## src/rtl/alu64_issue_arbiter.sv

```systemverilog
// Round-robin issue arbiter sharing one ALU64 among NREQ requesters. In-flight ops ride a
// {valid,ID,DST} shadow pipe matching the ALU latency and block same-ID/same-DST reissue.
module alu64_issue_arbiter #(
   parameter int unsigned NREQ    = 4,
   parameter int unsigned IDW     = 2,
   parameter int unsigned ALU_LAT = 2
) (
   input  logic                 CLK,
   input  logic                 RESET,
   input  logic [NREQ-1:0]      REQ,
   input  logic [3*NREQ-1:0]    REQ_OP,
   input  logic [4*NREQ-1:0]    REQ_DST,
   input  logic [8*NREQ-1:0]    REQ_SIZE,
   input  logic [NREQ-1:0]      REQ_CIN,
   input  logic [64*NREQ-1:0]   REQ_A,
   input  logic [64*NREQ-1:0]   REQ_B,
   input  logic [64*NREQ-1:0]   REQ_C,
   input  logic [64*NREQ-1:0]   REQ_D,
   input  logic                 HOLD,
   output logic [NREQ-1:0]      GNT,
   output logic                 ALU_ACT,
   output logic [2:0]           ALU_OP,
   output logic [3:0]           ALU_DST,
   output logic [1:0]           ALU_SA,
   output logic [1:0]           ALU_SB,
   output logic [1:0]           ALU_SC,
   output logic [1:0]           ALU_SD,
   output logic                 ALU_CIN,
   output logic [63:0]          ALU_A,
   output logic [63:0]          ALU_B,
   output logic [63:0]          ALU_C,
   output logic [63:0]          ALU_D,
   input  logic [63:0]          ALU_R,
   input  logic [1:0]           ALU_SR,
   input  logic [2:0]           ALU_FLAGS,
   output logic                 RSP_VALID,
   output logic [IDW-1:0]       RSP_ID,
   output logic [3:0]           RSP_DST,
   output logic [63:0]          RSP_R,
   output logic [1:0]           RSP_SR,
   output logic [2:0]           RSP_FLAGS,
   output logic                 BUSY
);

   logic [IDW-1:0]              rr_q, rr_d;
   logic                        act_q;
   logic [IDW-1:0]              id_q;
   logic [2:0]                  op_q;
   logic [3:0]                  dst_q;
   logic [7:0]                  size_q;
   logic                        cin_q;
   logic [63:0]                 a_q, b_q, c_q, d_q;
   logic [ALU_LAT-1:0]          sh_v_q;
   logic [ALU_LAT-1:0][IDW-1:0] sh_id_q;
   logic [ALU_LAT-1:0][3:0]     sh_dst_q;

   logic [NREQ-1:0]             blocked, elig, gnt;
   logic                        gnt_vld;
   logic [IDW-1:0]              gidx;
   logic [2:0]                  sel_op;
   logic [3:0]                  sel_dst;
   logic [7:0]                  sel_size;
   logic                        sel_cin;
   logic [63:0]                 sel_a, sel_b, sel_c, sel_d;

   always_comb begin
      blocked = '0;
      for (int unsigned i = 0; i < NREQ; i++) begin
         if (act_q && id_q == IDW'(i) && dst_q == REQ_DST[4*i +: 4])
            blocked[i] = 1'b1;
         for (int unsigned s = 0; s < ALU_LAT; s++) begin
            if (sh_v_q[s] && sh_id_q[s] == IDW'(i) && sh_dst_q[s] == REQ_DST[4*i +: 4])
               blocked[i] = 1'b1;
         end
      end
   end

   assign elig = REQ & ~blocked & {NREQ{~HOLD}};

   // First pass searches rr_q..NREQ-1, second pass wraps around to 0..rr_q-1.
   always_comb begin
      gnt     = '0;
      gnt_vld = 1'b0;
      gidx    = '0;
      for (int unsigned i = 0; i < NREQ; i++) begin
         if (!gnt_vld && elig[i] && i >= 32'(rr_q)) begin
            gnt_vld = 1'b1;
            gnt[i]  = 1'b1;
            gidx    = IDW'(i);
         end
      end
      for (int unsigned i = 0; i < NREQ; i++) begin
         if (!gnt_vld && elig[i]) begin
            gnt_vld = 1'b1;
            gnt[i]  = 1'b1;
            gidx    = IDW'(i);
         end
      end
   end

   always_comb begin
      sel_op   = '0;
      sel_dst  = '0;
      sel_size = '0;
      sel_cin  = 1'b0;
      sel_a    = '0;
      sel_b    = '0;
      sel_c    = '0;
      sel_d    = '0;
      for (int unsigned i = 0; i < NREQ; i++) begin
         if (gnt[i]) begin
            sel_op   = REQ_OP[3*i +: 3];
            sel_dst  = REQ_DST[4*i +: 4];
            sel_size = REQ_SIZE[8*i +: 8];
            sel_cin  = REQ_CIN[i];
            sel_a    = REQ_A[64*i +: 64];
            sel_b    = REQ_B[64*i +: 64];
            sel_c    = REQ_C[64*i +: 64];
            sel_d    = REQ_D[64*i +: 64];
         end
      end
   end

   assign rr_d = (32'(gidx) == NREQ - 1) ? '0 : gidx + IDW'(1);

   always_ff @(posedge CLK or posedge RESET) begin
      if (RESET) begin
         rr_q     <= '0;
         act_q    <= 1'b0;
         id_q     <= '0;
         op_q     <= '0;
         dst_q    <= '0;
         size_q   <= '0;
         cin_q    <= 1'b0;
         a_q      <= '0;
         b_q      <= '0;
         c_q      <= '0;
         d_q      <= '0;
         sh_v_q   <= '0;
         sh_id_q  <= '0;
         sh_dst_q <= '0;
      end else begin
         act_q <= gnt_vld;
         if (gnt_vld) begin
            rr_q   <= rr_d;
            id_q   <= gidx;
            op_q   <= sel_op;
            dst_q  <= sel_dst;
            size_q <= sel_size;
            cin_q  <= sel_cin;
            a_q    <= sel_a;
            b_q    <= sel_b;
            c_q    <= sel_c;
            d_q    <= sel_d;
         end
         sh_v_q[0]   <= act_q;
         sh_id_q[0]  <= id_q;
         sh_dst_q[0] <= dst_q;
         for (int unsigned s = 1; s < ALU_LAT; s++) begin
            sh_v_q[s]   <= sh_v_q[s-1];
            sh_id_q[s]  <= sh_id_q[s-1];
            sh_dst_q[s] <= sh_dst_q[s-1];
         end
      end
   end

   assign GNT       = gnt;
   assign ALU_ACT   = act_q;
   assign ALU_OP    = op_q;
   assign ALU_DST   = dst_q;
   assign ALU_SA    = size_q[1:0];
   assign ALU_SB    = size_q[3:2];
   assign ALU_SC    = size_q[5:4];
   assign ALU_SD    = size_q[7:6];
   assign ALU_CIN   = cin_q;
   assign ALU_A     = a_q;
   assign ALU_B     = b_q;
   assign ALU_C     = c_q;
   assign ALU_D     = d_q;
   assign RSP_VALID = sh_v_q[ALU_LAT-1];
   assign RSP_ID    = sh_id_q[ALU_LAT-1];
   assign RSP_DST   = sh_dst_q[ALU_LAT-1];
   assign RSP_R     = ALU_R;
   assign RSP_SR    = ALU_SR;
   assign RSP_FLAGS = ALU_FLAGS;
   assign BUSY      = act_q | (|sh_v_q);

endmodule

```

## config.mk

```make
export PLATFORM = sky130hd
export DESIGN_NAME = alu64_issue_arbiter
export DESIGN_NICKNAME = d
export VERILOG_FILES = /design/src/rtl/alu64_issue_arbiter.sv
export SDC_FILE = /design/constraint.sdc
export NUM_CORES = 1
export LEC_CHECK = 0
export CORE_AREA = 2 2 585 587
export DETAILED_ROUTE_END_ITERATION = 8
export DIE_AREA = 0 0 587 589
export MAX_ROUTING_LAYER = met4
export PLACE_DENSITY = 0.32
export SLEW_MARGIN = 10
export SYNTH_ARGS = -nofsm -noshare
export SYNTH_HDL_FRONTEND = slang
export SYNTH_SLANG_ARGS = --single-unit
```

## constraint.sdc

```tcl
create_clock -name CLK -period 11.2 [get_ports CLK]
set_clock_uncertainty 0.05 [all_clocks]
set_input_delay 3.36 -clock CLK [delete_from_list [all_inputs] [get_ports CLK]]
set_output_delay 3.36 -clock CLK [all_outputs]
set_load 0.01 [all_outputs]
```

After elaboration in Yosys (flattened, before gate mapping). Index checks and enable logic that the tools add are counted. W data, S select, Z words.

Word-level logic and storage cells: 159. Register bits: 291.

Reduce and logical (&&, ||, !) cells: 45. Magnitude comparators: 3. Add/subtract/negate cells: 1. Bitwise gates (word level): 5. Equality and inequality tests: 22. Muxes and demuxes: 67.

Operators by type and width (count): $mux W64 (16); $eq A4 B4 Y1 (12); $logic_and A1 B1 Y1 (34); $mux W1 (32); $mux W8 (4); $mux W4 (4); $eq A2 B2 Y1 const B (7); $mux W2 (7); $mux W3 (4); $and A4 B4 Y4 (2); $logic_not A1 Y1 (7); $eq A2 B1 Y1 const B (3); $logic_not A2 Y1 (3); $ge A1 B2 Y1 const A (2); $not A4 Y4 (1); $add A2 B1 Y2 const B (1); $ge A2 B2 Y1 const A (1); $reduce_or A2 Y1 (1); $not A1 Y1 (1); $or A1 B1 Y1 (1).

Longest topological paths before layout. Gate-level depths: netlist (run 1).

Depth after elaboration: 36. Mapped depth: 13. Depth with buffers taken out: 9.

Worst setup path after synthesis (run 1). Ideal clock, no wire load.

Path kind: input port to output port. Start point: in REQ_DST[13]. End point: out GNT[2]. Slack: 2834 ps. Data required time: 7790 ps. Arrival: 4956 ps. Cell stages on the path: 10. Cell sequence: xnor2_1 > nand4_1 > nor4_1 > or4_1 > buf_2 > a22oi_1 > o32a_2 > inv_2 > buf_2 > buf_4.

Word-level cells in the longest chain between the ends: 19. Elaborated cells on any way between the ends: 23. Classes of those cells: eq/ne: 3; mux: 7; bitwise: 3; reduce/logical: 10.

RTL lines: from (decl) (line 12) `input logic [4*NREQ-1:0] REQ_DST,`; $eq A4 B4 Y1 (line 69) `if (act_q && id_q == IDW'(i) && dst_q == REQ_DST[4*i +: 4])`; $logic_and A1 B1 Y1 (line 69); $mux W1 (line 69); $mux W1 (line 72) `if (sh_v_q[s] && sh_id_q[s] == IDW'(i) && sh_dst_q[s] == REQ_DST[4*i +: 4])`; $mux W1 * (line 72); $not A4 Y4 * (line 78) `assign elig = REQ & ~blocked & {NREQ{~HOLD}};`; $and A4 B4 Y4 * (2 in series) (line 78); $logic_and A1 B1 Y1 * (line 86) `if (!gnt_vld && elig[i] && i >= 32'(rr_q)) begin`; [2 not listed]; $logic_and A1 B1 Y1 (line 93) `if (!gnt_vld && elig[i]) begin`; $mux W1 * (line 93); $logic_not A1 Y1 (line 93); $logic_and A1 B1 Y1 (line 93); $mux W1 * (line 93); $logic_not A1 Y1 * (line 93); $logic_and A1 B1 Y1 * (line 93); $mux W1 * (line 93); to (decl) (line 20) `output logic [NREQ-1:0] GNT,`.

Every way passes the cells marked *; elsewhere a longest branch is shown, timed or not.

Worst setup path in the final report (run 1).
Start point: in REQ_DST[4]. End point: out GNT[3].

Word-level cells in the longest chain between the ends: 30. Elaborated cells on any way between the ends: 35. Classes of those cells: eq/ne: 3; mux: 11; bitwise: 3; reduce/logical: 18.

RTL lines (line): $eq A4 B4 Y1 (69); $logic_and A1 B1 Y1 (69); $mux W1 (69); $mux W1 (72); $mux W1 * (72); $not A4 Y4 * (78); $and A4 B4 Y4 * (2 in series) (78); $logic_and A1 B1 Y1 (2 in series) (86); [12 not listed]; $logic_and A1 B1 Y1 (93); $mux W1 (93); $logic_not A1 Y1 (93); $logic_and A1 B1 Y1 (93); $mux W1 (93); $logic_not A1 Y1 (93); $logic_and A1 B1 Y1 (93); $mux W1 * (93).

Marked as above.

==> flow_summary.yaml, run 1 <==
outcome:
  status: "completed"
timing:
  fin_crit_sh: 0.8838
  rsz0062_at_grt: "no"
  holdWs_ns: 0.4679
  tightest_slew_ns: 1.119
  final_hold_viol_count: 0
  timing.final.crit_period_ns: 9.898
  tns_ns: 0
  max_freq_ghz: 0.1010
  setup_viol: 0
  setup_ws_ns: 1.302
  report.final.slew_viol_count: 0
  maxSlewHeadroom: 0.2539
critical_path:
  crit_path_max_fanout: 6
  ff2ff_setup_slack_ns: 5.62
  crit_type: "in -> out"
  reg2reg_to: "ALU_B[9]$_DFFE_PP0P_"
  worstPathRequired_ns: 7.79
  r2r-start: "ALU_DST[0]$_DFFE_PP0P_"
  cp.arrival_ns: 6.49
  startpoint_type: "primary input"
  crit_path_end_kind: "output port"
  reg2regPathDepth: 12
layout:
  drive_gt1_frac: 0.1331
  fin_nets: 4133
  synthToLayoutAreaGrowth_pct: 110.8
  fin_cells: 7617
  final_util: 0.1135
  fin_area_sq_um: 38470
synthesis:
  synth-seq-cells: 291
  synth-async-reset-ratio: 1.000
  synth_ff_type: "dfrtp_1"
  seq_area_frac_synth: 0.3990
  synth_top_area_frac: 0.3990
  yosys.area.top_type: "dfrtp_1"
  postSynthAreaPerCell_sq_um: 10.39
  ys_top_cells_by_area: "dfrtp_1 (40%), a221oi_2 (22%), a22oi_1 (11%), o21ai_1 (7.4%), nor2_1 (5.6%)"
  synth_edf_count: 0
  ys_types: 37
  syn_nets: 2920
  syn_inst: 1756
  netlist_area_sq_um: 18250
  yosysWarnings: 0
cts:
  path_clk_slew_ns: 0.05
  cts_resized: 0
  cts_sinks: 291
  cts-root-buf: "clkbuf_16"
  cts_inserted_buffers: 47
  h-tree-depth: 2
  cts_tree: "built"
  insertion_delay_ns: 0.69
  cts_hold_buf: 0
  cts_setup_buffers: 0
  cts_buffer_depth: 3
worst_hold_path:
  hp-start: "ALU_C[20]$_DFFE_PP0P_"
  min_path_cells: 2
  min_to: "ALU_C[20]$_DFFE_PP0P_"
  hp-class: "reg -> reg"
floorplanning:
  fp.dieArea_sq_um: 345700
  die_h_um: 589
  die_x_um: 587
  start_util: 0.05384
  pin_count: 1518
  coreArea_sq_um: 339000
  rows: 214
global_routing:
  grt_use_met1: 0.1305
  grt_usage: 0.1190
  grt-busiest-layer: "met2"
  antenna_found_initial: 151
  grt_remaining_overflow: 0
  gr-usage-met3: 0.06191
  grt_pass1_vias: 22920
  grt_use_met2: 0.1903
  grt_pass1_wl_um: 261300
  grt_max_degree: 117
pwr:
  p_seq_frac: 0.268
  p_int_mw: 4.087
  comb_power_share: 0.493
  clock_power_share: 0.238
  power.density_nw_per_um2: 182.4
  cellLeakagePower_nw: 12.64
  max-vdd-ir-drop_mv: 0.1307
  finalPower_mw: 7.019
  switching_share: 0.4178
  p_sw_mw: 2.933
route:
  wl_per_cell_um: 27.29
  ant_nets: 0
  dr_total_vias: 21650
  drtIter0Drc: 1378
  viasPerCell: 2.842
  drc: 0
  routed_wl_um: 207900
  drt_first_pass_iters: 5
place:
  hpwl_um: 175800
  pre_cts_ws_ns: 1.421
  gp_congestion: 0.8806
  placed_cell_area_sq_um: 36620
  portBuffers: 1379
  dpl.cell_count: 7456
flow_run:
  drv_cap: 0
==> layout make-up <==
class / count / area, sq um
inverter: 6 / 33.78
multi-input combinational: 1197 / 9364
clock inverter: 14 / 241.5
antenna: 75 / 187.7
fill: 39030 / 300500
timing repair buffer: 1426 / 14270
tap: 4536 / 5675
sequential: 291 / 7282
clock buffer: 72 / 1421
==> placed cells by master, fill, tap and decap left out, types with 2 or more instances in the layout <==
master              n
a21oi_1             5
a221oi_1            3
a221oi_2          269
a221oi_4            2
a22oi_1           274
buf_12              9
buf_4              38
bufinv_16           5
clkbuf_1           11
clkbuf_16          48
clkbuf_8           13
clkdlybuf4s50_1  1379
clkinv_2            5
clkinvlp_4          2
dfrtp_1           291
diode_2            75
inv_1               4
nand2_1             7
nand2b_1            4
nand3_1             2
nand4_1            10
nand4b_1            2
nor2_1            272
nor3_1              4
nor4_1              6
nor4b_1             3
o21ai_0             6
o21ai_1           269
or4_1               2
xnor2_1            23
xor2_1             25
==> kinds of logic (layout without fill, tap and decap cells) <==
family	after synthesis	after routing	synth area share
xor+xnor	48	48	0.02303
other cells	0	75	0
simple gates	316	316	0.07034
mux	1	1	0.0006169
buf+inv	268	1518	0.09063
flops	291	291	0.3990
compound gates	832	832	0.4164
==> sequential cells by signal (all words and copies together) (netlist names) <==
name,cells
ALU_DST,4
sh_v_q,2
rr_q,2
sh_id_q,2
id_q,2
ALU_CIN,1
ALU_B,64
ALU_ACT,1
RSP_DST,4
ALU_A,64
sh_dst_q,4
ALU_D,64
RSP_ID,2
size_q,8
ALU_OP,3
ALU_C,64
==> worst max-delay path, stage by stage <==
cell and delay (ns):
clkdlybuf4s50_1 0.66, xnor2_1 0.16, nand4b_1 0.12, nor4_1 0.23, or4_1 0.37, nand2_1 0.22, a221oi_4 0.44, clkdlybuf4s50_1 0.91
==> power groups by stage <==
stage          logic, mW  registers (mW)  clock network (mW)
4_1_cts             3.56            1.88                1.77
5_1_grt             3.68            1.93                1.79
2_1_floorplan       1.25            1.92                   0
6_report            3.46            1.88                1.67
3_5_place_dp        3.55            1.89                   0
3_3_place_gp        3.57            1.89                   0
==> Yosys cell counts, types with 2 or more instances <==
cell type and count:
a221oi_1 3, o21ai_1 269, or4_1 2, a22oi_1 274, nor4b_1 3, clkbuf_1 50, nand2b_1 4, xnor2_1 23
buf_4 114, nand2_1 7, nor2_1 273, a21oi_1 5, a221oi_2 270, buf_6 17, nor4_1 6, nand4_1 10
inv_1 5, nor3_1 4, o21ai_0 6, buf_2 70, xor2_1 25, buf_1 9, nand3_1 2, nand4b_1 2
dfrtp_1 291
==> worst max path at each step <==
stage,depth (start not counted),endpoint,start
final,8,GNT[3],REQ_DST[4]
after floorplan,10,GNT[2],REQ_DST[13]
after global placement,9,GNT[2],REQ_DST[0]
after detailed placement,9,GNT[2],REQ_DST[0]
after CTS,9,GNT[2],REQ_DST[0]
after global routing,9,GNT[2],REQ_DST[0]
==> per-layer routing <==
metal  routed length [um]  vias to the layer above
li1                     -                     9368
met1                81640                    10640
met2                95930                     1408
met3                24870                      231
met4                 5419                        0
met5                    0                        -
No activity file was read; power rests on OpenSTA's default activity.
==> inputs of run 2 (changes only) <==
Settings changed: CORE_AREA 2 2 585 587 to 2 2 591 593, DIE_AREA 0 0 587 589 to 0 0 593 595, PLACE_DENSITY 0.32 to 0.31.
Clock period 11.2 ns to 9.2 ns, I/O delays scaled along.
==> run 2 against run 1 <==
Global-route usage shrank 0.088 points. Worst setup slack lost 0.74 ns. Critical endpoint is now GNT[1]. Clock power grew 19%.
==> flow_summary.yaml, run 2 (synthesis gave the netlist of run 1 again) <==
timing:
  timing.final.crit_period_ns: 8.633
  final_hold_viol_count: 0
  rsz0062_at_grt: "no"
  fin_crit_sh: 0.9384
  setup_viol: 0
  max_freq_ghz: 0.1158
  report.final.slew_viol_count: 0
  maxSlewHeadroom: 0.2282
  tightest_slew_ns: 1.158
  tns_ns: 0
layout:
  drive_gt1_frac: 0.1367
  synthToLayoutAreaGrowth_pct: 111.2
  final_util: 0.1110
  final_common_cell: "clkdlybuf4s50_1"
  final_cell_mix: "clkdlybuf4s50_1 (1,377), dfrtp_1 (291), a22oi_1 (274), nor2_1 (272)"
  fin_nets: 4140
route:
  viasPerCell: 2.841
  drtIter0Drc: 1474
  drt_first_pass_iters: 7
  drc: 0
  wl_per_cell_um: 27.56
  routed_wl_um: 211600
  ant_nets: 0
  dr_total_vias: 21800
critical_path:
  crit_path_end_kind: "output port"
  reg2reg_to: "ALU_B[7]$_DFFE_PP0P_"
  cp.arrival_ns: 5.82
  worstPathCellList: "clkdlybuf4s50_1 > xor2_1 > nor4b_1 > nand4_1 > nand3_1 > nand2_1 > a221oi_4 > clkdlybuf4s50_1"
  worstSetupPathDepth: 8
  crit_type: "in -> out"
  reg2regPathDepth: 12
  cp-endpoint: "GNT[1]"
  worst-path-buf-inv: 2
  worstPathRequired_ns: 6.39
  critPathSlowestCell: "clkdlybuf4s50_1"
  critical_path.top_delay_family: "buffers and inverters"
  ff2ff_setup_slack_ns: 3.95
  startpoint_type: "primary input"
  crit_path_max_fanout: 6
  r2r-start: "ALU_DST[0]$_DFFE_PP0P_"
  slowest_delay_ns: 0.67
  crit_top_cell: "clkdlybuf4s50_1"
  crit_path_start: "REQ_DST[0]"
floorplanning:
  die_h_um: 595
  coreArea_sq_um: 347300
  pin_count: 1518
  start_util: 0.05256
  fp.dieArea_sq_um: 352800
  rows: 217
  die_x_um: 593
place:
  gp_congestion: 0.8753
  hpwl_um: 177900
  portBuffers: 1379
global_routing:
  grt_usage: 0.1181
  grt_max_degree: 99
  grt_pass1_vias: 23380
  grt_remaining_overflow: 0
  grt_pass1_wl_um: 263900
  antenna_found_initial: 143
cts:
  cts_resized: 0
  path_clk_slew_ns: 0.06
  cts_sinks: 291
  cts_hold_buf: 0
  insertion_delay_ns: 0.70
  cts_inserted_buffers: 48
  cts_buffer_depth: 3
  cts_tree: "built"
  cts-root-buf: "clkbuf_16"
  cts_setup_buffers: 0
  h-tree-depth: 2
pwr:
  cellLeakagePower_nw: 12.66
  power.density_nw_per_um2: 220.9
  finalPower_mw: 8.518
  max-vdd-ir-drop_mv: 0.1373
worst_hold_path:
  hp-class: "reg -> reg"
flow_run:
  drv_cap: 0
outcome:
  status: "completed"
## run 2: changes by cell type in the layout (fill, tap and decap cells not counted)
cell             before   now
clkdlybuf4s50_1    1379  1377
bufinv_16             5     3
clkinv_8              0     1
clkbuf_8             13     9
buf_4                38    42
clkinvlp_4            2     5
buf_12                9    13
clkinv_2              5    11
diode_2              75    63
clkbuf_1             11     8
## run 2: metal layers
layer / routed length, um / up-vias / track usage
met1: 84270 / 10730 / 0.1349
li1: - / 9345 / -
met5: 0 / - / -
met2: 92920 / 1425 / 0.1801
met4: 8729 / 0 / 0.04226
met3: 25630 / 302 / 0.05413
## run 2: final cells by class
class                           instances  area [sq um]
Tap cell                             4599          5754
Antenna cell                           63         157.7
Fill cell                           39850        308700
Inverter                                6         33.78
Clock buffer                           65          1355
Clock inverter                         22         250.2
Sequential cell                       291          7282
Timing Repair Buffer                 1432         14360
Multi-Input combinational cell       1197          9364
## run 2: worst min-delay path by stage
| stage | from | endpoint | slack [ns] | depth (start not counted) |
|---|---|---|---|---|
| 2_1_floorplan | sh_id_q[1]$_DFF_PP0_ | RSP_ID[1]$_DFF_PP0_ | 0.36 | 0 |
| 3_3_place_gp | ALU_B[9]$_DFFE_PP0P_ | ALU_B[9]$_DFFE_PP0P_ | 0.46 | 2 |
| 3_5_place_dp | sh_id_q[1]$_DFF_PP0_ | RSP_ID[1]$_DFF_PP0_ | 0.45 | 0 |
| 4_1_cts | sh_id_q[1]$_DFF_PP0_ | RSP_ID[1]$_DFF_PP0_ | 0.46 | 0 |
| 5_1_grt | sh_id_q[1]$_DFF_PP0_ | RSP_ID[1]$_DFF_PP0_ | 0.47 | 0 |
| 6_report | ALU_D[57]$_DFFE_PP0P_ | ALU_D[57]$_DFFE_PP0P_ | 0.47 | 2 |
## run 2: per-stage QoR
step	worst slack [ns]	hold WS [ns]	area, sq um	cells
final	0.5668	0.4689	38560	7675
after detailed placement	0.5848	0.4457	36790	7525
after floorplan	2.034	0.3556	18260	1756
after CTS	0.5764	0.4569	38400	7612
after global placement	0.5297	0.4560	36790	7525
after global routing	0.4313	0.4713	38540	7670
## run 2: worst min-delay path: stages (launching register included)
cell and delay, ns:
dfrtp_1 0.34, a22oi_1 0.08, o21ai_1 0.06
## run 2: report_power, final
| group | internal, mW | total, mW | switching, mW |
|---|---|---|---|
| logic | 1.99 | 4.27 | 2.28 |
| clock network | 1.12 | 1.99 | 0.869 |
| registers | 1.80 | 2.26 | 0.462 |
